$ cat config.mk
export PLATFORM = sky130hd
export DESIGN_NAME = fetch_queue_unit_flat
export DESIGN_NICKNAME = d
export VERILOG_FILES = /design/src/rtl/fetch_queue_unit_pkg.sv /design/src/rtl/fetch_queue_unit_if.sv /design/src/rtl/fetch_queue_unit_fifo.sv /design/src/rtl/fetch_queue_unit.sv /design/src/flat_wrapper.sv
export SDC_FILE = /design/constraint.sdc
export NUM_CORES = 1
export LEC_CHECK = 0
export CORE_MARGIN = 2
export CORE_UTILIZATION = 45
export DETAILED_ROUTE_END_ITERATION = 16
export GPL_TIMING_DRIVEN = 0
export PLACE_DENSITY = 0.69
export SETUP_SLACK_MARGIN = 0.02
export SYNTH_ARGS = -nofsm -noshare
export SYNTH_HDL_FRONTEND = slang
export SYNTH_HIERARCHICAL = 1
export SYNTH_SLANG_ARGS = --single-unit
$ cat constraint.sdc
create_clock -name clk -period 4.35 [get_ports clk]
set_input_delay 0.87 -clock clk [delete_from_list [all_inputs] [get_ports clk]]
set_output_delay 0.87 -clock clk [all_outputs]
set_load 0.01 [all_outputs]
$ cat src/rtl/fetch_queue_unit_pkg.sv
// Shared types and constants for the prefetching fetch stage.
package fetch_queue_unit_pkg;

  typedef enum logic {
    FETCH,
    SQUASH
  } fetch_state_t;

  localparam logic [1:0] REDIR_NONE = 2'b00;
  localparam logic [1:0] REDIR_BR   = 2'b01;
  localparam logic [1:0] REDIR_NEW  = 2'b10;

endpackage

$ cat src/rtl/fetch_queue_unit_if.sv
// imem, redirect and decode-side signals of the fetch queue; master is the fetch unit.
interface fetch_queue_unit_if #(
  parameter int unsigned WIDTH = 16,
  parameter int unsigned DEPTH = 4
);
  logic [WIDTH-1:0]         imem_rdata;
  logic                     imem_resp;
  logic                     imem_read;
  logic [WIDTH-1:0]         imem_address;
  logic [1:0]               redirect_sel;
  logic [WIDTH-1:0]         br_pc;
  logic [WIDTH-1:0]         new_pc;
  logic                     ir_ready;
  logic                     ir_valid;
  logic [WIDTH-1:0]         ir_out;
  logic [WIDTH-1:0]         pc_out;
  logic [WIDTH-1:0]         pc_plus2_out;
  logic [$clog2(DEPTH):0]   occupancy;

  modport master (
    input  imem_rdata, imem_resp, redirect_sel, br_pc, new_pc, ir_ready,
    output imem_read, imem_address, ir_valid, ir_out, pc_out, pc_plus2_out, occupancy
  );

  modport slave (
    output imem_rdata, imem_resp, redirect_sel, br_pc, new_pc, ir_ready,
    input  imem_read, imem_address, ir_valid, ir_out, pc_out, pc_plus2_out, occupancy
  );
endinterface

$ cat src/rtl/fetch_queue_unit_fifo.sv
// Circular buffer holding {pc, ir} entries; flush empties it in one cycle.
module fetch_fifo #(
  parameter int unsigned WIDTH = 32,
  parameter int unsigned DEPTH = 4
) (
  input  logic                     clk_i,
  input  logic                     rst_i,
  input  logic                     flush_i,
  input  logic                     wr_i,
  input  logic [WIDTH-1:0]         wdata_i,
  input  logic                     rd_i,
  output logic [WIDTH-1:0]         rdata_o,
  output logic [$clog2(DEPTH):0]   count_o,
  output logic                     empty_o,
  output logic                     full_o
);
  localparam int unsigned AW = $clog2(DEPTH);

  logic [WIDTH-1:0] mem_q [DEPTH];
  logic [AW-1:0]    wr_ptr_q, rd_ptr_q;
  logic [AW:0]      count_q;
  logic             wr_en, rd_en;

  assign empty_o = (count_q == '0);
  assign full_o  = (count_q == (AW+1)'(DEPTH));
  assign wr_en   = wr_i & ~full_o;
  assign rd_en   = rd_i & ~empty_o;
  assign rdata_o = mem_q[rd_ptr_q];
  assign count_o = count_q;

  always_ff @(posedge clk_i) begin
    if (wr_en) mem_q[wr_ptr_q] <= wdata_i;
  end

  // Pointers are AW bits wide, so increments wrap modulo DEPTH for free.
  always_ff @(posedge clk_i) begin
    if (rst_i || flush_i) begin
      wr_ptr_q <= '0;
      rd_ptr_q <= '0;
      count_q  <= '0;
    end else begin
      if (wr_en) wr_ptr_q <= wr_ptr_q + AW'(1);
      if (rd_en) rd_ptr_q <= rd_ptr_q + AW'(1);
      unique case ({wr_en, rd_en})
        2'b10:   count_q <= count_q + (AW+1)'(1);
        2'b01:   count_q <= count_q - (AW+1)'(1);
        default: count_q <= count_q;
      endcase
    end
  end
endmodule

$ cat src/rtl/fetch_queue_unit.sv
// Prefetching fetch stage: fetch FSM, redirect mux and squash of in-flight imem reads.
module fetch_queue_unit
  import fetch_queue_unit_pkg::*;
#(
  parameter int unsigned     WIDTH    = 16,
  parameter int unsigned     DEPTH    = 4,
  parameter logic [WIDTH-1:0] RESET_PC = '0
) (
  input  logic                clk,
  input  logic                clr,
  fetch_queue_unit_if.master  bus
);
  localparam int unsigned CW = $clog2(DEPTH) + 1;

  fetch_state_t     state_q, state_d;
  logic [WIDTH-1:0] fetch_pc_q, fetch_pc_d;
  logic [WIDTH-1:0] squash_addr_q, squash_addr_d;
  logic [WIDTH-1:0] target;
  logic             redirect, read_req;
  logic             fifo_wr, fifo_rd, fifo_empty, fifo_full;
  logic [2*WIDTH-1:0] head;
  logic [CW-1:0]    count;

  assign redirect = (bus.redirect_sel != REDIR_NONE);
  assign target   = (bus.redirect_sel == REDIR_BR) ? bus.br_pc : bus.new_pc;

  always_comb begin
    state_d          = state_q;
    fetch_pc_d       = fetch_pc_q;
    squash_addr_d    = squash_addr_q;
    fifo_wr          = 1'b0;
    read_req         = 1'b0;
    bus.imem_address = fetch_pc_q;
    unique case (state_q)
      FETCH: begin
        // Only responses fill the queue, so a raised request stays up until resp.
        read_req = ~fifo_full & ~clr;
        if (redirect) begin
          fetch_pc_d = target;
          if (read_req && !bus.imem_resp) begin
            squash_addr_d = fetch_pc_q;
            state_d       = SQUASH;
          end
        end else if (read_req && bus.imem_resp) begin
          fifo_wr    = 1'b1;
          fetch_pc_d = fetch_pc_q + WIDTH'(2);
        end
      end
      SQUASH: begin
        read_req         = ~clr;
        bus.imem_address = squash_addr_q;
        if (redirect) fetch_pc_d = target;
        if (bus.imem_resp) state_d = FETCH;
      end
    endcase
  end

  always_ff @(posedge clk) begin
    if (clr) begin
      state_q       <= FETCH;
      fetch_pc_q    <= RESET_PC;
      squash_addr_q <= '0;
    end else begin
      state_q       <= state_d;
      fetch_pc_q    <= fetch_pc_d;
      squash_addr_q <= squash_addr_d;
    end
  end

  assign fifo_rd = ~fifo_empty & bus.ir_ready;

  fetch_fifo #(
    .WIDTH(2*WIDTH),
    .DEPTH(DEPTH)
  ) u_fifo (
    .clk_i   (clk),
    .rst_i   (clr),
    .flush_i (redirect),
    .wr_i    (fifo_wr),
    .wdata_i ({fetch_pc_q, bus.imem_rdata}),
    .rd_i    (fifo_rd),
    .rdata_o (head),
    .count_o (count),
    .empty_o (fifo_empty),
    .full_o  (fifo_full)
  );

  assign bus.imem_read    = read_req;
  assign bus.ir_valid     = ~fifo_empty;
  assign bus.occupancy    = count;
  assign bus.pc_out       = fifo_empty ? '0 : head[2*WIDTH-1:WIDTH];
  assign bus.ir_out       = fifo_empty ? '0 : head[WIDTH-1:0];
  assign bus.pc_plus2_out = fifo_empty ? '0 : head[2*WIDTH-1:WIDTH] + WIDTH'(2);
endmodule
$ cat src/flat_wrapper.sv
// flat-port wrapper written by rule: the top's interface ports become plain ports
module fetch_queue_unit_flat import fetch_queue_unit_pkg::*;
#(
  parameter int unsigned     WIDTH    = 16,
  parameter int unsigned     DEPTH    = 4,
  parameter logic [WIDTH-1:0] RESET_PC = '0
)
  (clk, clr, bus_imem_rdata, bus_imem_resp, bus_redirect_sel, bus_br_pc, bus_new_pc, bus_ir_ready, bus_imem_read, bus_imem_address, bus_ir_valid, bus_ir_out, bus_pc_out, bus_pc_plus2_out, bus_occupancy);
  fetch_queue_unit_if #(.WIDTH(WIDTH), .DEPTH(DEPTH)) bus_i ();
  input  logic clk;
  input  logic clr;
  input wire logic [$bits(bus_i.imem_rdata)-1:0] bus_imem_rdata;
  input wire logic [$bits(bus_i.imem_resp)-1:0] bus_imem_resp;
  input wire logic [$bits(bus_i.redirect_sel)-1:0] bus_redirect_sel;
  input wire logic [$bits(bus_i.br_pc)-1:0] bus_br_pc;
  input wire logic [$bits(bus_i.new_pc)-1:0] bus_new_pc;
  input wire logic [$bits(bus_i.ir_ready)-1:0] bus_ir_ready;
  output wire logic [$bits(bus_i.imem_read)-1:0] bus_imem_read;
  output wire logic [$bits(bus_i.imem_address)-1:0] bus_imem_address;
  output wire logic [$bits(bus_i.ir_valid)-1:0] bus_ir_valid;
  output wire logic [$bits(bus_i.ir_out)-1:0] bus_ir_out;
  output wire logic [$bits(bus_i.pc_out)-1:0] bus_pc_out;
  output wire logic [$bits(bus_i.pc_plus2_out)-1:0] bus_pc_plus2_out;
  output wire logic [$bits(bus_i.occupancy)-1:0] bus_occupancy;
  assign bus_i.imem_rdata = bus_imem_rdata;
  assign bus_i.imem_resp = bus_imem_resp;
  assign bus_i.redirect_sel = bus_redirect_sel;
  assign bus_i.br_pc = bus_br_pc;
  assign bus_i.new_pc = bus_new_pc;
  assign bus_i.ir_ready = bus_ir_ready;
  assign bus_imem_read = bus_i.imem_read;
  assign bus_imem_address = bus_i.imem_address;
  assign bus_ir_valid = bus_i.ir_valid;
  assign bus_ir_out = bus_i.ir_out;
  assign bus_pc_out = bus_i.pc_out;
  assign bus_pc_plus2_out = bus_i.pc_plus2_out;
  assign bus_occupancy = bus_i.occupancy;
  fetch_queue_unit #(.WIDTH(WIDTH), .DEPTH(DEPTH), .RESET_PC(RESET_PC)) u_core (.clk(clk), .clr(clr), .bus(bus_i));
endmodule
Word-level counts from Yosys, hierarchy flattened:

Memories as Yosys holds them, arrays and structs flattened. A register that Yosys moved wholly into a read port is not among the register bits.
Index checks and enable logic that the tools add are counted.

* RAM bits: 128
* output and inout bits: 69
* logic and storage cells: 58
* register bits: 40
* input bits: 54
* memories: 1

Memories
* u_core.u_fifo.mem_q: depth 4, bits a word 32, read ports 1, clocked after memory_dff 1, write ports 1, RTL line fetch_queue_unit_fifo.sv:19 `logic [WIDTH-1:0] mem_q [DEPTH];`

* bitwise gates (word level): 8
* add/sub/neg operators: 6
* equal/unequal tests: 6
* reduce and logical (&&, ||, !) cells: 9
* mux-type cells: 22

Operators with widths (number)
* $mux W16: 8
* $add A16 B2 Y16 const B: 2
* $pmux W16 S2: 1
* $mux W1: 8
* $pmux W3 S2: 1
* $add A2 B1 Y2 const B: 2
* $and A1 B1 Y1: 4
* $eq A2 B1 Y1 const B: 2
* $mux W2: 2
* $not A1 Y1: 4
* $pmux W1 S2: 2
* $reduce_bool A2 Y1: 2
* $add A3 B1 Y3 const B: 1
* $eq A3 B3 Y1 const B: 1
* $logic_not A3 Y1: 1
* $ne A3 B2 Y1 const B: 1
* $reduce_and A3 Y1: 1
* $sub A3 B1 Y3 const B: 1
* $eq A2 B2 Y1 const B: 1
* $logic_and A1 B1 Y1: 2
* $ne A2 B2 Y1 const B: 1
* $reduce_and A2 Y1: 1
* $logic_not A1 Y1: 1
* $logic_or A1 B1 Y1: 1

Longest topological paths before layout:

Gate-level depths: netlist of the first run.

* word-level depth: 10
* depth in mapped cells: 14
* mapped depth without buffers: 13

Hierarchy:

Netlist of the first run, hierarchy kept.

By module, submodules not included
* fetch_fifo: instances 1, cells an instance 223, area an instance 5098.6 µm², seq. area each 4023.9 µm²
* fetch_queue_unit: instances 1, cells an instance 327, area an instance 2481.1 µm², seq. area each 660.6 µm²

Least setup slack after synthesis of the first run:

OpenSTA, ideal clock, no wires.

* kind: reg2out
* from: reg with a tool-made name
* to: out bus_pc_plus2_out[9]
* data required time: 3.480 ns
* data arrival time: 2.060 ns
* path buffers: 2
* cell stages (with the launch flop): 10
* setup slack: 1.420 ns
* cells stage by stage: dfxtp_1 buf_2 buf_4 mux4_2 ha_1 nand2_1 nor2_1 and3_1 xnor2_1 nor2_1

RTL lines
* end, declared: RTL line flat_wrapper.sv:23 `output wire logic [$bits(bus_i.pc_plus2_out)-1:0] bus_pc_plus2_out;`

==> results of run 1 <==
==> power breakdown <==
part	switching [mW]	internal [mW]	leakage, nW	total [mW]
Combinational	0.111	0.124	1.47	0.235
Clock	0.622	0.797	0.272	1.42
Sequential	0.0387	1.77	1.51	1.81
Total	0.772	2.69	3.26	3.46
==> flip-flops by register name, indices dropped and copies added (netlist names), named ones only <==
register,cells
u_core/u_fifo/wr_ptr_q,2
u_core/u_fifo/count_o,3
u_core/fetch_pc_q,16
u_core/state_q,1
u_core/u_fifo/rd_ptr_q,2
u_core/u_fifo/mem_q,128
u_core/squash_addr_q,16
==> worst max path at each step <==
stage | startpoint | slack (ps) | endpoint | depth (start not counted)
finish | flop | 240 | bus_pc_plus2_out[9] | 10
global route | flop | 9 | bus_pc_plus2_out[9] | 10
CTS | flop | 30 | bus_pc_plus2_out[15] | 8
detailed placement | flop | 320 | bus_pc_plus2_out[15] | 9
global placement | flop | 350 | bus_pc_plus2_out[15] | 9
floorplan | flop | 1420 | bus_pc_plus2_out[9] | 9
==> what timing repair did <==
item | CTS | global route
hold buffers | 0 | 0
endpoints found under the setup margin | 2 | 5
gates cloned | 0 | 0
gates resized for setup | 1 | 4
==> synthesized netlist by cell type, types with 6 or more instances <==
master | n | share of area (%)
edfxtp_1 | 128 | 51
nor2_1 | 45 | 2.2
dfxtp_1 | 42 | 11
nor2b_1 | 35 | 2.9
mux4_2 | 32 | 9.5
nand2_1 | 30 | 1.5
a21oi_1 | 28 | 1.8
nand3_1 | 20 | 1.3
mux2i_1 | 18 | 2.4
mux2_2 | 16 | 2.4
o21ai_0 | 16 | 1.1
inv_1 | 14 | 0.69
xor2_1 | 11 | 1.3
clkbuf_1 | 10 | 0.50
buf_2 | 8 | 0.53
ha_1 | 7 | 1.2
nand4_1 | 7 | 0.58
or3_1 | 7 | 0.58
a31oi_1 | 6 | 0.50
and3_1 | 6 | 0.50
nor3_1 | 6 | 0.40
==> cell families (layout without fill, tap and decap cells) <==
logic type / count (synthesis) / in the layout / synth area share (%)
flip-flops: 170 / 170 / 61.8
XOR/XNOR: 15 / 15 / 1.73
AND/OR/NAND/NOR: 180 / 180 / 12.8
buffers and inverters: 44 / 197 / 2.74
AO/OA/AOI/OAI: 67 / 67 / 5.25
multiplexers: 66 / 66 / 14.3
adder cells (fa/ha/maj): 8 / 8 / 1.42
==> area by class of cell <==
type	instances	share of cell area [%]
well taps	220	2.85
clock inverters	15	1.44
repair buffers	121	12.6
inverters	14	0.545
flip-flops and latches	170	48.6
multi-input cells	336	27.9
plain buffers	30	1.70
clock buffers	17	4.41
==> critical path, delay by kind of cell, from the launching register on <==
| family | cells | cell delay, ps |
|---|---|---|
| multiplexers | 1 | 590 |
| XOR/XNOR | 1 | 140 |
| AND/OR/NAND/NOR | 4 | 510 |
| buffers and inverters | 3 | 950 |
| flip-flops | 1 | 310 |
| adder cells (fa/ha/maj) | 1 | 310 |
==> per-layer routing <==
layer  track usage, %  vias up
met5                0        -
met2             33.0      178
met4             5.56        0
met1             26.3     2452
met3             5.06       24
li1                 -     2346
==> metrics.yaml, run 1 <==
crit_chain: "buf_2, buf_6, mux4_2, ha_1, nand2_1, nor2_1, and3_1, xnor2_1, nor2_1, clkdlybuf4s50_1"
final_common_cell: "edfxtp_1"
cp-end-kind: "primary output"
status: "finished, final reports clean"
overflow: 0
ctsRootBufferMaster: "clkbuf_16"
synth_edf_count: 128
wl_met2_um: 8220
crit_top_cell: "nor2_1"
drt-total-wl_um: 17300
arrival_ps: 3240
finalCriticalPeriod_ps: 4110
cp_max_fo: 10
clock_sink_count: 170
clock_latency_ps: 420
hold_ws_ps: 491
mostFrequentLayoutCells: "edfxtp_1 (128), clkdlybuf4s50_1 (121), nor2_1 (45)"
rsz0062_at_grt: "true"
min-delay-start: "u_core/squash_addr_q[15]"
drive_gt1_share_pct: 16.1
antenna_found_initial: 0
drt-met1-wl_um: 7760
fin_setup_tns_ps: 0
placed_area_um2: 9070
start_kind: "flop"
path_clk_slew_ps: 60
grt_pass1_wl_um: 27200
postSynthAreaPerCell_um2: 13.8
place_ws_ps: 324
port_buffers: 121
final_hold_viol_count: 0
n_fill_cell: 1276
coreArea_um2: 16500
finalNonFillerCells: 923
yosysUniqueCellTypes: 53
gp_congestion: 0.925
r2r_slack_ps: 1100
ant_nets: 0
slowest_delay_ps: 590
crit_path_top_delay_cell: "mux4_2"
n_antenna_cell: 0
yosys_warnings: 6
dp.cells: 891
first_global_vias: 5071
fin_worst_skew_ps: 7.44
synth_area_um2: 7580
min_path_type: "reg -> reg"
post-route-util_pct: 58.4
whs_endpoint: "u_core/squash_addr_q[15]"
synth-seq-cells: 170
grt_max_degree: 33
first_pass_iters: 5
vias: 5000
powerDensity_nw_per_um2: 359
syn_inst: 550
synthFlopType: "edfxtp_1"
fin_nets: 752
die_area_um2: 17900
drt-initial-drc-count: 344
rows: 47
grt_usage_pct: 20.0
avgViaCountPerCell: 5.42
p_leak_nw: 3.26
dieWidth_um: 134
peakVddDrop_v: 0.000297
whs_path_depth: 2
slew_headroom_pct: 39.9
io_pins: 123
synthArstFlopShare_pct: 0
wire_per_inst_um: 18.7
cts_buffer_depth: 2
worstPathRequired_ps: 3480
regArea_um2: 4680
highest_layer: "met4"
maxCapViolations: 0
fmax_mhz: 243
reg2reg_from: "u_core/u_fifo/count_o[1]"
power_mw: 3.46
timing.final.ws_setup_ps: 238
drc_errors: 0
die_y_um: 134
finalCritPeriodShare_pct: 94.5
start_util_pct: 45.9
multi_input_area_um2: 2690
cts_tree: "built"
syn_nets: 612
hpwl_um: 11900
cts_setup_buffers: 0
yosysSeqAreaShare_pct: 61.8
reg2reg_depth: 10
critical_path_class: "reg -> out"
setup_viol: 0
cts-htree-levels: 4
met3WireLength_um: 1090
timing.rr.end: "u_core/u_fifo/count_o[2]"
syn2layout_area_growth_pct: 27.2
maxSlewViolCount: 0
cts_made_buffers: 17
worst_pin_slew_ps: 895
design_area_um2: 9640
Power figures use the tool's default switching activity.
==> run 2: changes to the inputs <==
Settings changed: GPL_TIMING_DRIVEN 0 to unset, SLEW_MARGIN set to 15.
==> run 2 against run 1 <==
Compared with the run above:
- worst hold slack gained 3.1 ps
- sequential share of layout area barely moved
- critical path depth fell by 2
- power grew 1.8%
- via count decreased by 1.4%
- register-to-register slack improved by 30 ps
- sequential cell count stayed put
- non-clock buffer count shrank 14
- setup slack gained 99 ps
- global-route usage down 0.35 points
- fmax up 2.5%
- highest routed layer unchanged
==> metrics.yaml, run 2 (synthesis results as in run 1) <==
status: "finished, final reports clean"
cts_made_buffers: 17  # unchanged
cp-end-kind: "primary output"
fin_worst_skew_ps: 9.11  # +1.67 ps
cts-htree-levels: 4  # unchanged
cts.repair.resized: 0  # -1
first_pass_iters: 4  # -1
fin_setup_tns_ps: 0  # unchanged
grt_pass1_wl_um: 26500  # -2.3%
top_regs: "u_core/u_fifo/mem_q (128), u_core/fetch_pc_q (16), u_core/squash_addr_q (16)"
worst_pin_slew_ps: 1080  # +181 ps
slew_headroom_pct: 28.2  # -12 points
io_pins: 123  # unchanged
drive_gt1_share_pct: 16.3  # +0.18 points
finalCritPeriodShare_pct: 92.3  # -2.3 points
overflow: 0  # unchanged
maxSlewViolCount: 0  # unchanged
avgViaCountPerCell: 5.42  # +0.14%
syn2layout_area_growth_pct: 27.2  # unchanged
peakVddDrop_v: 0.000283  # -4.7%
power_frac_comb_pct: 6.3  # -0.5 points
fmax_mhz: 249  # +2.5%
drc_errors: 0  # unchanged
powerDensity_nw_per_um2: 365  # +1.8%
r2r_slack_ps: 1130  # +30 ps
start_util_pct: 45.9  # unchanged
hold_ws_ps: 494  # +3.08 ps
final_hold_viol_count: 0  # unchanged
vias: 4931  # -1.4%
p_leak_nw: 3.26  # about the same
hpwl_um: 11700  # -1.9%
drt-initial-drc-count: 371  # +7.8%
ant_nets: 0  # unchanged
setup_viol: 0  # unchanged
ctsRootBufferMaster: "clkbuf_16"
die_area_um2: 17900  # unchanged
clock_latency_ps: 420  # about the same
dieWidth_um: 134  # unchanged
cp_max_fo: 17  # +7
top_register: "u_core/u_fifo/mem_q"
arrival_ps: 3140  # -100 ps
intPower_mw: 2.75  # +2.3%
rsz0062_at_grt: "false"
coreArea_um2: 16500  # unchanged
final_common_cell: "edfxtp_1"
port_buffers: 122  # +0.83%
grt_usage_pct: 19.6  # -0.35 points
cts_buffer_depth: 2  # unchanged
start_kind: "flop"
drt-total-wl_um: 16900  # -2.2%
cts_setup_buffers: 0  # unchanged
worstPathRequired_ps: 3480  # about the same
wire_per_inst_um: 18.6  # -0.69%
rows: 47  # unchanged
p_seq_share_pct: 51.5  # -0.7 points
critical_path_class: "reg -> out"
maxCapViolations: 0  # unchanged
design_area_um2: 9640  # unchanged
min_path_type: "reg -> reg"
switchingPower_mw: 0.772  # about the same
antenna_found_initial: 0  # unchanged
grt_max_degree: 54  # +64%
largest_reg_flops: 128  # unchanged
mostFrequentLayoutCells: "edfxtp_1 (128), clkdlybuf4s50_1 (122), nor2_1 (45)"
first_global_vias: 4896  # -3.5%
fin_nets: 738  # -1.9%
switching_share_pct: 21.9  # -0.38 points
clock_sink_count: 170  # unchanged
finalCriticalPeriod_ps: 4010  # -98.6 ps
gp_congestion: 0.884  # -4.4%
path_clk_slew_ps: 60  # about the same
die_y_um: 134  # unchanged
cts_tree: "built"
placed_area_um2: 9050  # -0.15%
timing.final.ws_setup_ps: 337  # +98.6 ps
place_ws_ps: 728  # +404 ps
n_antenna_cell: 0  # unchanged
pwr-share-clk_pct: 42.1  # +1.1 points
cts_hold_buf: 0  # unchanged
-- run 2: cell count changes in the layout (fill, tap and decap cells not counted), sizes merged --
| cell | delta |
|---|---|
| clkdlybuf4s50 | +1 |
| inv | +1 |
| clkbuf | -13 |
| bufinv | +1 |
| clkinvlp | -1 |
| buf | -1 |
| clkinv | -2 |
-- run 2: final timing paths --
check                                 from                       end  cells past startpoint
hold / removal     u_core/squash_addr_q[0]   u_core/squash_addr_q[0]                      2
setup / recovery                      flop      bus_pc_plus2_out[13]                      8
hold reg to reg    u_core/squash_addr_q[0]   u_core/squash_addr_q[0]                      2
setup reg to reg  u_core/u_fifo/count_o[2]  u_core/u_fifo/count_o[2]                     13
-- run 2: final cells by class --
type / count / area [µm²]
inverter: 14 / 52.6
multi-input combinational: 336 / 2690
sequential: 170 / 4690
fill: 1290 / 6880
clock inverter: 14 / 160
timing repair buffer: 137 / 1350
clock buffer: 18 / 429
tap: 220 / 275
-- run 2: worst max-delay path, stage by stage (launching register included) --
cell and delay (ps):
dfxtp_1 570, buf_4 360, mux4_2 320, nand4_1 140
nor3_1 390, nand3_1 160, xor2_1 170, nor2_1 80
clkdlybuf4s50_1 540
-- run 2: metrics by stage --
step,instances,power [mW],utilization [%]
floorplan,550,1.94,-
detailed placement,877,2.07,54.8
global placement,877,2.07,54.8
finish,909,3.52,58.4
global route,909,3.65,58.4
CTS,909,3.55,58.3
-- run 2: power groups by stage --
| stage | sequential, mW | combinational (mW) | clock, mW |
|---|---|---|---|
| final | 1.82 | 0.223 | 1.48 |
| after floorplan | 1.83 | 0.120 | 0 |
| after global routing | 1.82 | 0.241 | 1.59 |
| after detailed placement | 1.85 | 0.221 | 0 |
| after global placement | 1.85 | 0.219 | 0 |
| after CTS | 1.82 | 0.223 | 1.51 |
-- run 2: metal layers --
layer | part of all wire, % | track usage (%) | vias up | routed length [µm]
met5 | 0 | 0 | - | 0
met4 | 0.76 | 6.32 | 0 | 129
met3 | 5.3 | 3.89 | 12 | 891
met2 | 48 | 32.1 | 182 | 8160
met1 | 46 | 26.6 | 2411 | 7700
li1 | - | - | 2326 | -
